<file path="src/rtl/fg_pulse_gen.sv">
// Frame-grabber opto pulse transmitter: emits a programmable train of
// fixed-width pulses on fg_signal for self-testing the sync block.
module fg_pulse_gen #(
    parameter int CNT_W = 32,
    parameter int NUM_W = 16
) (
    input  logic             clock,
    input  logic             reset,
    input  logic             start,
    input  logic             abort,
    input  logic [CNT_W-1:0] period,
    input  logic [CNT_W-1:0] width,
    input  logic [NUM_W-1:0] n_pulses,
    output logic             fg_signal,
    output logic             busy,
    output logic             done,
    output logic             cfg_error,
    output logic [NUM_W-1:0] pulse_count
);

    localparam logic [1:0] S_IDLE = 2'd0;
    localparam logic [1:0] S_HIGH = 2'd1;
    localparam logic [1:0] S_LOW  = 2'd2;

    logic [1:0]       r_state;
    logic [CNT_W-1:0] r_ph_cnt;
    logic [CNT_W-1:0] r_period;
    logic [CNT_W-1:0] r_width;
    logic [NUM_W-1:0] r_npulses;
    logic [NUM_W-1:0] r_pcount;
    logic             r_fg;
    logic             r_busy;
    logic             r_done;
    logic             r_cfg_err;

    logic w_cfg_bad;
    logic w_more;

    assign w_cfg_bad = (width == '0) || (width >= period);
    // n_pulses==0 means continuous, so a wrapped pulse_count never ends the train
    assign w_more    = (r_npulses == '0) || (r_pcount < r_npulses);

    always_ff @(posedge clock) begin
        if (reset) begin
            r_state   <= S_IDLE;
            r_ph_cnt  <= '0;
            r_period  <= '0;
            r_width   <= '0;
            r_npulses <= '0;
            r_pcount  <= '0;
            r_fg      <= 1'b0;
            r_busy    <= 1'b0;
            r_done    <= 1'b0;
            r_cfg_err <= 1'b0;
        end else begin
            r_done    <= 1'b0;
            r_cfg_err <= 1'b0;
            if (abort) begin
                r_state  <= S_IDLE;
                r_ph_cnt <= '0;
                r_fg     <= 1'b0;
                r_busy   <= 1'b0;
            end else begin
                case (r_state)
                    S_IDLE: begin
                        if (start) begin
                            if (w_cfg_bad) begin
                                r_cfg_err <= 1'b1;
                            end else begin
                                r_period  <= period;
                                r_width   <= width;
                                r_npulses <= n_pulses;
                                r_pcount  <= NUM_W'(1);
                                r_ph_cnt  <= CNT_W'(1);
                                r_fg      <= 1'b1;
                                r_busy    <= 1'b1;
                                r_state   <= S_HIGH;
                            end
                        end
                    end
                    S_HIGH: begin
                        r_ph_cnt <= r_ph_cnt + CNT_W'(1);
                        if (r_ph_cnt == r_width) begin
                            r_fg    <= 1'b0;
                            r_state <= S_LOW;
                        end
                    end
                    S_LOW: begin
                        if (r_ph_cnt == r_period) begin
                            if (w_more) begin
                                r_ph_cnt <= CNT_W'(1);
                                r_pcount <= r_pcount + NUM_W'(1);
                                r_fg     <= 1'b1;
                                r_state  <= S_HIGH;
                            end else begin
                                r_ph_cnt <= '0;
                                r_busy   <= 1'b0;
                                r_done   <= 1'b1;
                                r_state  <= S_IDLE;
                            end
                        end else begin
                            r_ph_cnt <= r_ph_cnt + CNT_W'(1);
                        end
                    end
                    default: begin
                        r_state <= S_IDLE;
                        r_fg    <= 1'b0;
                        r_busy  <= 1'b0;
                    end
                endcase
            end
        end
    end

    assign fg_signal   = r_fg;
    assign busy        = r_busy;
    assign done        = r_done;
    assign cfg_error   = r_cfg_err;
    assign pulse_count = r_pcount;

endmodule

</file>
<file path="config.mk">
export PLATFORM = sky130hd
export DESIGN_NAME = fg_pulse_gen
export DESIGN_NICKNAME = d
export VERILOG_FILES = /design/src/rtl/fg_pulse_gen.sv
export SDC_FILE = /design/constraint.sdc
export NUM_CORES = 1
export LEC_CHECK = 0
export ABC_CLOCK_PERIOD_IN_PS = 4840
export BUFFER_PORTS_ARGS = -buffer_cell sky130_fd_sc_hd__buf_4
export CELL_PAD_IN_SITES_DETAIL_PLACEMENT = 0
export CELL_PAD_IN_SITES_GLOBAL_PLACEMENT = 1
export CORE_ASPECT_RATIO = 0.75
export CORE_MARGIN = 2
export CORE_UTILIZATION = 25
export DETAILED_ROUTE_END_ITERATION = 8
export HOLD_SLACK_MARGIN = 0.15
export PLACE_DENSITY = 0.53
export SLEW_MARGIN = 20
export SYNTH_ARGS = -nofsm -noshare
export SYNTH_HDL_FRONTEND = slang
export SYNTH_SLANG_ARGS = --single-unit
</file>
<file path="constraint.sdc">
create_clock -name clock -period 4.84 [get_ports clock]
set_clock_uncertainty 0.05 [all_clocks]
set_input_delay 0.968 -clock clock [delete_from_list [all_inputs] [get_ports clock]]
set_output_delay 0.968 -clock clock [all_outputs]
set_load 0.01 [all_outputs]
</file>
======== Yosys cells after proc, flatten, opt, wreduce, memory -nomap -nowiden ========
Cells that the tools add are included.
storage, ports and cells
  bits in writable memories ............... 0
  register bits ........................... 134
  output and inout bits ................... 20
  word-level logic and storage cells ...... 74
  memories kept ........................... 0
  bits in latches ......................... 0
  memory bits (read-only) ................. 0
  bits of input ports ..................... 84
operators by class
  equal/unequal tests ..................... 10
  $add $sub $neg .......................... 2
  reductions and logical operators ........ 16
  bitwise operators ....................... 7
  $mul .................................... 0
  shifts and indexed selects .............. 0
  muxes and demuxes ....................... 27
  div/mod/pow operators ................... 0
  magnitude comparators ................... 2
operators with widths
  cell                                                             number
  32-bit two-way mux                                               3
  32-bit case mux with 3 select lines                              1
  32-bit == test                                                   2
  16-bit two-way mux                                               4
  32-bit by 1-bit adder with 32-bit output, second input constant  1
  32-bit greater-or-equal comparator                               1
  32-bit zero test                                                 1
  16-bit case mux with 2 select lines                              1
  16-bit by 1-bit adder with 16-bit output, second input constant  1
  16-bit zero test                                                 1
  16-bit < comparator                                              1
  2-bit != test, second input constant                             6
  1-bit two-way mux                                                11
  5-bit AND reduction                                              2
  2-bit two-way mux                                                4
  4-bit AND reduction                                              2
  4-bit OR reduction                                               2
  1-bit inverter                                                   7
  1-bit case mux with 3 select lines                               2
  2-bit case mux with 3 select lines                               1
  6-bit AND reduction                                              1
  3-bit AND reduction                                              1
  3-bit nonzero test                                               1
  2-bit by 1-bit == test with 1-bit output, second input constant  1
  other kinds (5)                                                  6

======== Longest topological paths before layout ========
  depth after elaboration ................. 5
  mapped depth ............................ 12
  gate-level depth less buffers ........... 10

======== Least setup slack after synthesis ========
Ideal clock, no wire load.
  kind .................................... input to register
  start point ............................. input port period[17]
  end point ............................... register r_ph_cnt[16]
  arrival time ............................ 3.137 ns
  cell stages on the path ................. 11
  data required time ...................... 4.716 ns
  slack ................................... 1.579 ns
  setup time .............................. 0.074 ns
  buffers on the path ..................... 1
  path through ............................ inv_1 -> ha_1 -> a21o_1 -> a221o_1 -> a22oi_2 -> nand4_1 -> a21oi_4 -> nor2_2 -> buf_6 -> or4_1 -> a31oi_1
between the ends
  longest elaborated chain between the ends .. 4
RTL lines
  what                                line  text
  start, declared                     11    input logic [CNT_W-1:0] period,
  32-bit greater-or-equal comparator  39    assign w_cfg_bad = (width == '0) || (width >= period);
  1-bit logical OR                    39
  2-bit != test (no line)             n/a
  3-bit AND reduction (no line)       n/a
  end signal, assigned                82    r_ph_cnt <= r_ph_cnt + CNT_W'(1);
  end signal, assigned                102   r_ph_cnt <= r_ph_cnt + CNT_W'(1);
  end, declared                       26    logic [CNT_W-1:0] r_ph_cnt;
Every way passes these cells.
A chain may end at the register's enable or synchronous reset.

======== Final worst setup path ========
  start point ............................. input port width[2]
  end point ............................... register r_pcount[3], in the netlist pulse_count[3]
between the ends
  longest elaborated chain between the ends .. 4
  elaborated cells on any way between the ends .. 5
  classes of those cells .................. order compare: 1; eq/ne: 1; reduce/logical: 3
RTL lines
  what                                                                           line  text
  start, declared                                                                12    input logic [CNT_W-1:0] width,
  32-bit greater-or-equal comparator / 32-bit zero test (equally long branches)  39
  1-bit logical OR (*)                                                           39
  2-bit != test (no line) (*)                                                    n/a
  6-bit AND reduction (no line) (*)                                              n/a
  end signal, assigned                                                           92    r_pcount <= r_pcount + NUM_W'(1);
  end, declared                                                                  30    logic [NUM_W-1:0] r_pcount;
Every way passes the cells marked *; elsewhere a longest branch is shown, timed or not.

==> impl_metrics.ini <==
[die]
core_sq_um = 30100
die_area_sq_um = 32000
initial_core_util_pct = 25.4
ios = 104
core.rowCount = 55
die_h_um = 155
die_w_um = 206

[clock_network]
cts_tree = built
cts_hold_buf = 0
clock-sinks = 134
path_clk_slew_ps = 60
cts_setup_buffers = 0
clock_path_buffers = 2
h-tree-depth = 4
ctsResizeCount = 0
cts_buffers = 17
clock_latency_ps = 440
cts_root_buf = clkbuf_16

[sta]
slew_headroom_pct = 29.3
fin_crit_ps = 3490
rsz0062_at_grt = no
setup_tns_ps = 0
layout_setup_ws_ps = 1350
drv_slew = 0
tightestPinTransition_ps = 1050
period_share_pct = 72.1
final_hold_viol_count = 0
finalSetupViolCount = 0
clock.fmax_mhz = 287

[global_route]
grt-ovfl-total = 0
grt_pass1_wl_mm = 38.8
grt_pass1_vias = 6153
antenna_found_initial = 0
grt_util_all_layers_pct = 16.4
grt_max_degree = 69

[synth]
synth_cell_types = 59
syn-cell-area_sq_um = 7650
syn_area_per_cell_sq_um = 8.74
ys.warnings.count = 0
synth_cells = 875
synth_ff_type = dfxtp_1
syn_nets = 1012
ys_ff_latch = 134
async_flop_share_pct = 0
yosysSeqAreaShare_pct = 35.1
synth_edf_count = 0

[final_layout]
num-nets-final = 1102
diodes = 0
final_cells = 1376
area_growth_pct = 22.9
seqCellArea_sq_um = 2680
fillers = 3218
multi_input_area_sq_um = 4510
drive_gt1_share_pct = 16.5

[worst_setup_path]
cp_max_fo = 15
startpoint_type = input pin
endpoint_kind = flip-flop
required_ps = 5130
path_class = input pin to flip-flop
cp.arrival_ps = 3780

[pwr]
power_per_cell_area_nw_per_um2 = 316
total_power_mw = 2.97
p_leak_nw = 3.78
ir_drop_v = 0.000208

[detailed_routing]
totalWireLength_mm = 26.0
final_antenna_net_count = 0
via_count = 6597
drtPass1Iterations = 5
drc = 0
via_per_inst = 4.79
drtIter0Drc = 387
avgRoutedWirePerCell_um = 18.9

[place]
port_buffers = 103
place_congestion = 0.783
placed_cells = 1345
place_ws_ps = 880
dp_hpwl_mm = 20.1

[run_status]
run_status = completed

[job]
maxCapViolCount = 0

[worst_hold_path]
hp-class = flip-flop to flip-flop
==> placed cells by master (no fill, tap or decap), types with 6 or more instances in the layout <==
cell / n
o211ai_1: 6
nor2_1: 106
nor4_1: 23
ha_1: 53
clkbuf_16: 17
a21oi_1: 57
dfxtp_1: 134
nand4_1: 25
o31ai_1: 8
and3_1: 11
a311oi_1: 8
or3_1: 10
o21ai_0: 24
inv_1: 60
a211oi_1: 6
mux2i_1: 82
nand2_1: 39
xor2_1: 36
nand3_1: 16
nand2b_1: 9
xnor2_1: 33
o21a_1: 10
nor3_1: 8
buf_4: 114
or4_1: 9
==> kinds of logic after synthesis <==
group	synth area share, %
flip-flops	35.1
XOR/XNOR	7.90
AO/OA/AOI/OAI	13.0
AND/OR/NAND/NOR	18.6
multiplexers	10.7
adder cells (fa/ha/maj)	8.67
buffers and inverters	6.04
==> power by group <==
part | leakage, nW | switching [mW] | internal [mW]
sequential | 1.09 | 0.0389 | 1.14
clock | 0.273 | 0.533 | 0.780
combinational | 2.42 | 0.275 | 0.203
total | 3.78 | 0.846 | 2.13
==> synthesized netlist by cell type (all sizes together), types with 4 or more instances <==
| cell type | number | share of area, % |
|---|---|---|
| and3 | 11 | 0.90 |
| nand3 | 16 | 1.0 |
| nor4 | 26 | 2.5 |
| ha | 53 | 8.7 |
| and4 | 4 | 0.46 |
| xor2 | 36 | 4.1 |
| o21ai | 28 | 1.8 |
| o21a | 10 | 0.98 |
| a31oi | 5 | 0.41 |
| o211ai | 6 | 0.59 |
| mux2i | 82 | 11 |
| or4 | 9 | 0.88 |
| nand2b | 9 | 0.74 |
| nor2 | 108 | 5.4 |
| a41oi | 4 | 0.46 |
| o31ai | 8 | 0.79 |
| xnor2 | 33 | 3.8 |
| a21oi | 58 | 3.9 |
| buf | 25 | 2.1 |
| a311oi | 8 | 0.92 |
| a211oi | 7 | 0.85 |
| clkbuf | 20 | 0.98 |
| or3 | 10 | 0.82 |
| dfxtp | 134 | 35 |
| nand4 | 26 | 2.2 |
| nor2b | 4 | 0.33 |
| nor3 | 8 | 0.52 |
| nand2 | 39 | 1.9 |
| inv | 61 | 3.0 |
==> worst max-delay path, stage by stage <==
cell and delay (ps):
buf_4 140, ha_1 300, a211oi_1 220, o21ai_1 110
a41oi_1 320, o21ai_1 300, a211o_1 530, a211oi_4 240
buf_4 260, a41oi_1 140, a311oi_1 250
==> layout make-up <==
| cell class | count | area share (%) |
|---|---|---|
| inverters | 61 | 2.44 |
| clock buffers | 19 | 4.82 |
| well taps | 399 | 5.31 |
| clock inverters | 12 | 1.38 |
| repair buffers | 116 | 9.53 |
| flip-flops and latches | 134 | 28.5 |
| multi-input cells | 635 | 48.0 |
==> routing by layer <==
layer	vias to the layer above	part of all wire, %	global-route usage (%)
met4	0	0.92	3.98
met3	16	4.4	2.81
met5	-	0	0
met1	3149	57	26.9
met2	144	38	21.2
li1	3288	-	-
==> registers in the layout, indices dropped and copies added, names as in the netlist, 2 cells and up <==
name and flops:
r_ph_cnt 32, pulse_count 16, r_period 32, r_state 2
r_npulses 16, r_width 32
==> final timing paths <==
check | from | end | slack [ps] | cells after the start
max | width[2] | pulse_count[3] | 1350 | 11
min | r_state[0] | r_state[0] | 460 | 2
max reg2reg | r_ph_cnt[18] | r_state[0] | 1620 | 8
min reg2reg | r_state[0] | r_state[0] | 460 | 2
==> stage by stage <==
stage	hold WS, ps	instance area [sq um]	util (%)
after detailed placement	452	8810	29.2
after global placement	437	8810	29.2
after global routing	490	9400	31.2
final	460	9400	31.2
after floorplan	416	7650	-
after CTS	461	9400	31.2
Power figures use the tool's default switching activity.
